**config.mk**
```make
export PLATFORM = sky130hd
export DESIGN_NAME = uart_rx_ctrl
export DESIGN_NICKNAME = d
export VERILOG_FILES = /design/src/rtl/uart_rx_ctrl_pkg.sv /design/src/rtl/uart_rx_baud_tick.sv /design/src/rtl/uart_rx_ctrl.sv
export SDC_FILE = /design/constraint.sdc
export NUM_CORES = 1
export LEC_CHECK = 0
export CAP_MARGIN = 20
export CORE_MARGIN = 2
export CORE_UTILIZATION = 50
export DETAILED_ROUTE_END_ITERATION = 6
export HOLD_SLACK_MARGIN = 0.15
export MAX_ROUTING_LAYER = met4
export PLACE_DENSITY = 0.81
export REMOVE_ABC_BUFFERS = 1
export SLEW_MARGIN = 40
export SYNTH_ARGS = -nofsm -noshare
export SYNTH_HDL_FRONTEND = slang
export SYNTH_HIERARCHICAL = 1
export SYNTH_SLANG_ARGS = --single-unit
export TNS_END_PERCENT = 30
```
**constraint.sdc**
```tcl
create_clock -name clk -period 2.6 [get_ports clk]
set_input_delay 0.52 -clock clk [delete_from_list [all_inputs] [get_ports clk]]
set_output_delay 0.52 -clock clk [all_outputs]
set_load 0.01 [all_outputs]
```
**src/rtl/uart_rx_ctrl_pkg.sv**
```systemverilog
// Shared UART receive definitions: state encoding and parameter defaults.
package uart_rx_ctrl_pkg;

    localparam int unsigned DEF_DATA_WIDTH     = 8;
    localparam int unsigned DEF_PARITY_ENABLED = 1;
    localparam int unsigned DEF_PARITY_ODD     = 0;
    localparam int unsigned DEF_CLOCKS_PER_BIT = 16;

    typedef enum logic [2:0] {
        ST_IDLE   = 3'd0,
        ST_START  = 3'd1,
        ST_DATA   = 3'd2,
        ST_PARITY = 3'd3,
        ST_STOP   = 3'd4
    } rx_state_e;

endpackage

```
**src/rtl/uart_rx_baud_tick.sv**
```systemverilog
// Baud counter for the receiver: emits a sample strobe at mid start bit
// (half period) or at the end of each full bit period.
module uart_rx_baud_tick
    import uart_rx_ctrl_pkg::*;
#(
    parameter int unsigned CLOCKS_PER_BIT = DEF_CLOCKS_PER_BIT
) (
    input  logic clk,
    input  logic reset,
    input  logic en_i,
    input  logic half_i,
    output logic tick_c
);

    localparam int unsigned CNT_W = $clog2(CLOCKS_PER_BIT);

    logic [CNT_W-1:0] cnt_q;
    logic [CNT_W-1:0] cnt_d;
    logic             at_full;

    always_comb begin
        tick_c  = 1'b0;
        at_full = (cnt_q == CNT_W'(CLOCKS_PER_BIT - 1));
        cnt_d   = cnt_q + CNT_W'(1);
        if (en_i) begin
            tick_c = half_i ? (cnt_q == CNT_W'(CLOCKS_PER_BIT / 2 - 1)) : at_full;
        end
        // Held at zero while idle; cleared on every strobe and never past the last count.
        if (!en_i || tick_c || at_full) begin
            cnt_d = '0;
        end
    end

    always_ff @(posedge clk) begin
        if (reset) begin
            cnt_q <= '0;
        end else begin
            cnt_q <= cnt_d;
        end
    end

endmodule

```
**src/rtl/uart_rx_ctrl.sv**
```systemverilog
// UART receiver: synchronizes the serial line, deframes start/data/parity/stop
// and presents each frame in a single-entry valid/ready output slot.
module uart_rx_ctrl
    import uart_rx_ctrl_pkg::*;
#(
    parameter int unsigned INPUT_DATA_WIDTH = DEF_DATA_WIDTH,
    parameter int unsigned PARITY_ENABLED   = DEF_PARITY_ENABLED,
    parameter int unsigned PARITY_ODD       = DEF_PARITY_ODD,
    parameter int unsigned CLOCKS_PER_BIT   = DEF_CLOCKS_PER_BIT
) (
    input  logic                        clk,
    input  logic                        reset,
    input  logic                        rx_serial,
    output logic [INPUT_DATA_WIDTH-1:0] rx_data,
    output logic                        rx_valid,
    input  logic                        rx_ready,
    output logic                        parity_error,
    output logic                        framing_error,
    output logic                        overrun_error,
    output logic                        busy
);

    localparam int unsigned W     = INPUT_DATA_WIDTH;
    localparam int unsigned BIT_W = $clog2(INPUT_DATA_WIDTH + 1);
    localparam logic        PAR_ODD = 1'(PARITY_ODD);

    logic [1:0]       sync_q;
    logic             prev_q;
    logic             line;
    rx_state_e        state_q,   state_d;
    logic [W-1:0]     shreg_q,   shreg_d;
    logic [BIT_W-1:0] bit_cnt_q, bit_cnt_d;
    logic             par_err_q, par_err_d;
    logic [W-1:0]     data_q,    data_d;
    logic             valid_q,   valid_d;
    logic             perr_q,    perr_d;
    logic             ferr_q,    ferr_d;
    logic             ovr_q,     ovr_d;
    logic             busy_q;
    logic             slot_free;
    logic             baud_en;
    logic             baud_half;
    logic             tick_c;

    assign line      = sync_q[1];
    assign baud_en   = (state_q != ST_IDLE);
    assign baud_half = (state_q == ST_START);

    uart_rx_baud_tick #(
        .CLOCKS_PER_BIT(CLOCKS_PER_BIT)
    ) u_baud (
        .clk    (clk),
        .reset  (reset),
        .en_i   (baud_en),
        .half_i (baud_half),
        .tick_c (tick_c)
    );

    always_comb begin
        state_d   = state_q;
        shreg_d   = shreg_q;
        bit_cnt_d = bit_cnt_q;
        par_err_d = par_err_q;
        data_d    = data_q;
        valid_d   = valid_q;
        perr_d    = perr_q;
        ferr_d    = ferr_q;
        ovr_d     = 1'b0;
        slot_free = !valid_q || rx_ready;

        if (valid_q && rx_ready) begin
            valid_d = 1'b0;
            perr_d  = 1'b0;
            ferr_d  = 1'b0;
        end

        unique case (state_q)
            ST_IDLE: begin
                if (prev_q && !line) begin
                    state_d   = ST_START;
                    bit_cnt_d = '0;
                    par_err_d = 1'b0;
                end
            end
            ST_START: begin
                if (tick_c) begin
                    state_d = line ? ST_IDLE : ST_DATA;
                end
            end
            ST_DATA: begin
                if (tick_c) begin
                    shreg_d = W'({line, shreg_q} >> 1);
                    if (bit_cnt_q == BIT_W'(W - 1)) begin
                        bit_cnt_d = '0;
                        state_d   = (PARITY_ENABLED != 0) ? ST_PARITY : ST_STOP;
                    end else begin
                        bit_cnt_d = bit_cnt_q + BIT_W'(1);
                    end
                end
            end
            ST_PARITY: begin
                if (tick_c) begin
                    par_err_d = (line != ((^shreg_q) ^ PAR_ODD));
                    state_d   = ST_STOP;
                end
            end
            ST_STOP: begin
                if (tick_c) begin
                    state_d = ST_IDLE;
                    // A full slot that is not being drained this cycle loses the new frame.
                    if (slot_free) begin
                        data_d  = shreg_q;
                        valid_d = 1'b1;
                        perr_d  = par_err_q;
                        ferr_d  = !line;
                    end else begin
                        ovr_d   = 1'b1;
                    end
                end
            end
            default: state_d = ST_IDLE;
        endcase
    end

    always_ff @(posedge clk) begin
        if (reset) begin
            sync_q    <= 2'b11;
            prev_q    <= 1'b1;
            state_q   <= ST_IDLE;
            shreg_q   <= '0;
            bit_cnt_q <= '0;
            par_err_q <= 1'b0;
            data_q    <= '0;
            valid_q   <= 1'b0;
            perr_q    <= 1'b0;
            ferr_q    <= 1'b0;
            ovr_q     <= 1'b0;
            busy_q    <= 1'b0;
        end else begin
            sync_q    <= {sync_q[0], rx_serial};
            prev_q    <= line;
            state_q   <= state_d;
            shreg_q   <= shreg_d;
            bit_cnt_q <= bit_cnt_d;
            par_err_q <= par_err_d;
            data_q    <= data_d;
            valid_q   <= valid_d;
            perr_q    <= perr_d;
            ferr_q    <= ferr_d;
            ovr_q     <= ovr_d;
            busy_q    <= (state_d != ST_IDLE);
        end
    end

    assign rx_data       = data_q;
    assign rx_valid      = valid_q;
    assign parity_error  = perr_q;
    assign framing_error = ferr_q;
    assign overrun_error = ovr_q;
    assign busy          = busy_q;

endmodule

```
-- Yosys cells after proc, flatten, opt, wreduce, memory -nomap -nowiden
Cells that the tools add are included.
- bits in registers: 36
- latch bits: 0
- RAM bits: 0
- ROM bits: 0
- input port bits: 4
- word-level logic and storage cells: 78
- memories: 0
- $add $sub $neg: 2
- multiply operators: 0
- divide/modulo/power cells: 0
- magnitude comparators: 0
- equality and inequality tests: 11
- shift-type cells: 0
- mux-type cells: 30
- bitwise logic cells: 2
- reductions and logical operators: 20
- operators by type and width (cell ; count):
    $mux W3 ; 6
    $mux W1 ; 17
    $pmux W3 S5 ; 1
    $mux W4 ; 3
    $reduce_and A3 Y1 ; 3
    $add A4 B1 Y4 const B ; 2
    $eq A4 B3 Y1 const B ; 2
    $pmux W4 S2 ; 1
    $reduce_xor A8 Y1 ; 1
    $eq A3 B2 Y1 const B ; 2
    $ne A2 B2 Y1 const B ; 3
    $reduce_bool A3 Y1 ; 2
    $eq A4 B4 Y1 const B ; 1
    $reduce_bool A2 Y1 ; 2
    $eq A3 B1 Y1 const B ; 1
    $eq A3 B3 Y1 const B ; 1
    $logic_not A1 Y1 ; 3
    $logic_not A3 Y1 ; 1
    $logic_or A1 B1 Y1 ; 3
    $reduce_or A3 Y1 ; 1
    $logic_and A1 B1 Y1 ; 2
    $mux W2 ; 1
    $not A1 Y1 ; 2
    $pmux W1 S2 ; 1
    3 further kinds ; 3

-- Logic depth before layout (Yosys ltp)
- depth after elaboration: 6
- gate-level depth with buffers: 10

-- Modules after synthesis
Netlist, hierarchy kept.
- modules (own cells, without submodules) (module ; times used ; cells an instance ; area each (sq um)):
    uart_rx_ctrl ; 1 ; 157 ; 1385.1
    uart_rx_baud_tick ; 1 ; 18 ; 186.4

-- Worst setup path after synthesis
Ideal clock, no wire load.
- kind: reg-to-reg
- start: register state_q[1]
- end: register bit_cnt_q[0]
- library setup time: 70 ps
- arrival: 2019 ps
- required time: 2530 ps
- slack: 511 ps
- stages on the path, launching flop included: 10
- buffers on the path: 2
- clock period less this slack: 2089 ps
- cells stage by stage: dfxtp_1 -> buf_2 -> nor3b_1 -> xnor2_1 -> nor2_1 -> buf_4 -> and4bb_4 -> a31oi_2 -> or4_1 -> a21oi_1
- longest elaborated chain between the ends: 5
- RTL lines (item ; RTL line ; RTL):
    start, declared ; uart_rx_ctrl.sv:30 ; rx_state_e state_q, state_d;
    start signal, assigned ; uart_rx_ctrl.sv:142 ; state_q <= state_d;
    $eq A3 B1 Y1 ; uart_rx_ctrl.sv:47 ; assign baud_half = (state_q == ST_START);
    net baud_half ; uart_rx_ctrl.sv:42 ; logic baud_half;
    $mux W1 ; uart_rx_baud_tick.sv:26 ; tick_c = half_i ? (cnt_q == CNT_W'(CLOCKS_PER_BIT / 2 - 1)) : at_full;
    $mux W1 ; uart_rx_baud_tick.sv:25 ; if (en_i) begin
    net tick_c ; uart_rx_ctrl.sv:43 ; logic tick_c;
    $ne A2 B2 Y1 (no source line) ; n/a ;
    $reduce_and A3 Y1 (no source line) ; n/a ;
    end signal, assigned ; uart_rx_ctrl.sv:144 ; bit_cnt_q <= bit_cnt_d;
    end, declared ; uart_rx_ctrl.sv:32 ; logic [BIT_W-1:0] bit_cnt_q, bit_cnt_d;
The timed path passes the listed nets, and every way through them passes these cells.
A chain may end at the register's enable or synchronous reset.

-- Worst setup path after layout
- start: register state_q[0]
- end: register data_q[1] (netlist: rx_data[1])
- longest elaborated chain between the ends: 4
- RTL lines (item ; RTL line ; RTL):
    $eq A3 B1 Y1 ; uart_rx_ctrl.sv:47 ;
    net baud_half ; uart_rx_ctrl.sv:42 ;
    $mux W1 ; uart_rx_baud_tick.sv:26 ;
    $mux W1 ; uart_rx_baud_tick.sv:25 ;
    net tick_c ; uart_rx_ctrl.sv:43 ;
    $reduce_and A3 Y1 (no source line) ; n/a ;
    end signal, assigned ; uart_rx_ctrl.sv:146 ; data_q <= data_d;
    end, declared ; uart_rx_ctrl.sv:34 ; logic [W-1:0] data_q, data_d;
The timed path passes the listed nets, and every way through them passes these cells.

==> out/metrics.csv <==
metric;value;unit
final global-route overflow total;0;
hold buffer count at CTS;0;
Die X;60.1;um
combinational cell fraction of total power;3.9;%
CP required;2820;ps
Setup Skew;12.9;ps
worst-path maximum fanout;11;
CP Class;flop to flop;
worst-margin pin slew;585;ps
Rel. slew slack;60.9;%
outcome;complete, no violations;
I/O Buffers;16;
CTS Sinks;36;
clk buf depth;2;
top cells by area, synth;dfxtp_1 (46%), nand2_1 (8.1%), a21oi_1 (7.3%), nand3_1 (4.8%), xnor2_1 (3.3%);
cts bufs inserted;5;
H-tree Lvls;2;
Static Leak;0.632;nW
Reg2Reg Depth;8;
CP Data Arrival Time;2510;ps
Synth cell types;43;
Sw Ratio;22.3;%
Final Slew Violations;0;
ys async rst share;0;%
synthesized area;1570;um2
Hold Path Class;flop to flop;
Clock Power Share;31.2;%
ys flop type;dfxtp_1;
vias per std cell;5.36;
most frequent cells in the layout;dfxtp_1 (35), nand2_1 (34), a21oi_1 (23), clkdlybuf4s50_1 (16), nand3_1 (15);
Yosys top cell by area;dfxtp_1;
share of layout cells above drive strength 1;13.0;%
Synthesis Warnings;6;
MaxCap Viol Count;0;
Final min period;2290;ps
FF/Latch Area;722;um2
GRT Util Overall;20.8;%
final hold violations;0;
Clk pin slew, worst setup/hold paths;90;ps
EDFF count, synth;0;
Final Instance Count excl. Fillers;236;
number of fill cells;274;
Die Area;3610;um2
HPWL Detailed;2260;um
Die Ht;60.1;um
Ant. Diodes;0;
switching power total;0.000193;W
initial antenna violation count;0;
final wirelength;3170;um
nets;198;
Post-CTS Setup Bufs;0;
Rows;20;
Area Overhead vs Synth;15.1;%
post-route ant nets;0;
total number of vias;1266;
P per Cell Area;477;nW/um2
global-route wire length before repair;5380;um
RSZ-0062 raised after global routing;false;
DRT Pass-1 Iters;4;
Reg power frac;64.9;%
CTS resizes;0;
Initial Util;51.9;%
Final period util;88.0;%
synthesized netlist cell count;175;
placed standard-cell area;1760;um2
Iter 0 DRT Violations;59;
TritonCTS clock tree;done;
# setup viols final;0;
crit end category;flop;
post-synth top area share;45.9;%
Root Buffer Master;clkbuf_4;
Post-Route Setup TNS;0;ps
commonest non-fill, non-tap cell in the layout;dfxtp_1;
maximum VDD drop;0.226;mV
register area share after synthesis;45.9;%
footprint of the multi-input gates;788;um2
FF+latch count, synth;36;
Inst Count DP;229;
Routability Congestion;0.918;
largest net degree at the start of global routing;21;
Post-Syn Area per Cell;8.98;um2
Worst Setup Start Kind;flop;
Core Area;3030;um2
post-route cell area;1810;um2
internal cell power;0.000671;W
f_max;437;MHz
Avg WL per Cell;13.4;um
worst hold stages;1;
vias in the first global route;1182;
IO Count;17;
# DRC;0;
Worst-Skew Late Latency;340;ps
## synthesized netlist by cell type (all sizes together), types with 3 or more instances
| library cell | number |
|---|---|
| dfxtp | 36 |
| nand2 | 34 |
| a21oi | 23 |
| nand3 | 16 |
| nor2 | 8 |
| buf | 6 |
| xnor2 | 6 |
| or2 | 5 |
| clkbuf | 4 |
| nor3b | 4 |
| xor2 | 3 |
## area by class of cell
class                   instances  share of cell area (%)
multi-input cells             127                    43.6
repair buffers                 20                    10.5
clock buffers                   6                    2.28
well taps                      44                    3.04
inverters                       2                   0.415
clock inverters                 1                   0.277
flip-flops and latches         36                    39.9
## layer usage
layer / vias up / part of all wire (%) / track usage [%]
li1: 634 / - / -
met1: 597 / 46 / 27.3
met2: 29 / 47 / 30.9
met3: 6 / 5.0 / 5.19
met4: 0 / 1.8 / 7.62
met5: - / 0 / -
## cells by family after synthesis
group | after synthesis | share of synthesized area [%]
flip-flops | 36 | 45.9
multiplexers | 1 | 0.637
AO/OA/AOI/OAI | 31 | 11.7
buffers and inverters | 12 | 3.98
XOR/XNOR | 10 | 6.45
AND/OR/NAND/NOR | 83 | 29.8
adder cells (fa/ha/maj) | 2 | 1.59
## critical path, stage by stage (launching register included)
cell      delay (ps)
dfxtp_2          480
nor3b_1          380
xnor2_1          100
nor2_1           170
buf_4            190
and4bb_2         400
nand2_1          260
nand2_1          140
a21oi_1           70
## registers in the layout, summed over array words and instances (netlist names)
| name | cells |
|---|---|
| bit_cnt_q | 4 |
| busy | 1 |
| framing_error | 1 |
| overrun_error | 1 |
| par_err_q | 1 |
| parity_error | 1 |
| prev_q | 1 |
| rx_data | 8 |
| rx_valid | 1 |
| shreg_q | 8 |
| state_q | 3 |
| sync_q | 2 |
| u_baud/cnt_q | 4 |
## stage by stage
stage / setup slack, ps / total power (W) / util (%) / hold slack, ps
after floorplan: 160 / 0.000588 / - / 389
after global placement: 333 / 0.000606 / 58.2 / 396
after detailed placement: 174 / 0.000607 / 58.2 / 394
after CTS: 167 / 0.000871 / 59.7 / 419
after global routing: 104 / 0.000904 / 59.8 / 460
final: 311 / 0.000864 / 59.8 / 416
## power groups by stage
stage          logic [W]  registers [W]  clock network [W]
2_1_floorplan  0.0000162       0.000572                  0
3_3_place_gp   0.0000329       0.000573                  0
3_5_place_dp   0.0000337       0.000573                  0
4_1_cts        0.0000338       0.000560           0.000277
5_1_grt        0.0000365       0.000562           0.000306
6_report       0.0000337       0.000561           0.000270
## path summary, 6_finish.rpt
check	slack [ps]	start	end
worst max-delay path	310	state_q[0]$_SDFF_PP0_	rx_data[1]$_SDFFE_PP0P_
worst min-delay path	420	sync_q[0]$_SDFF_PP1_	sync_q[1]$_SDFF_PP1_
worst max register to register	310	state_q[0]$_SDFF_PP0_	rx_data[1]$_SDFFE_PP0P_
worst min register to register	420	sync_q[0]$_SDFF_PP1_	sync_q[1]$_SDFF_PP1_
Note: power is estimated with default switching activity, not from simulation.
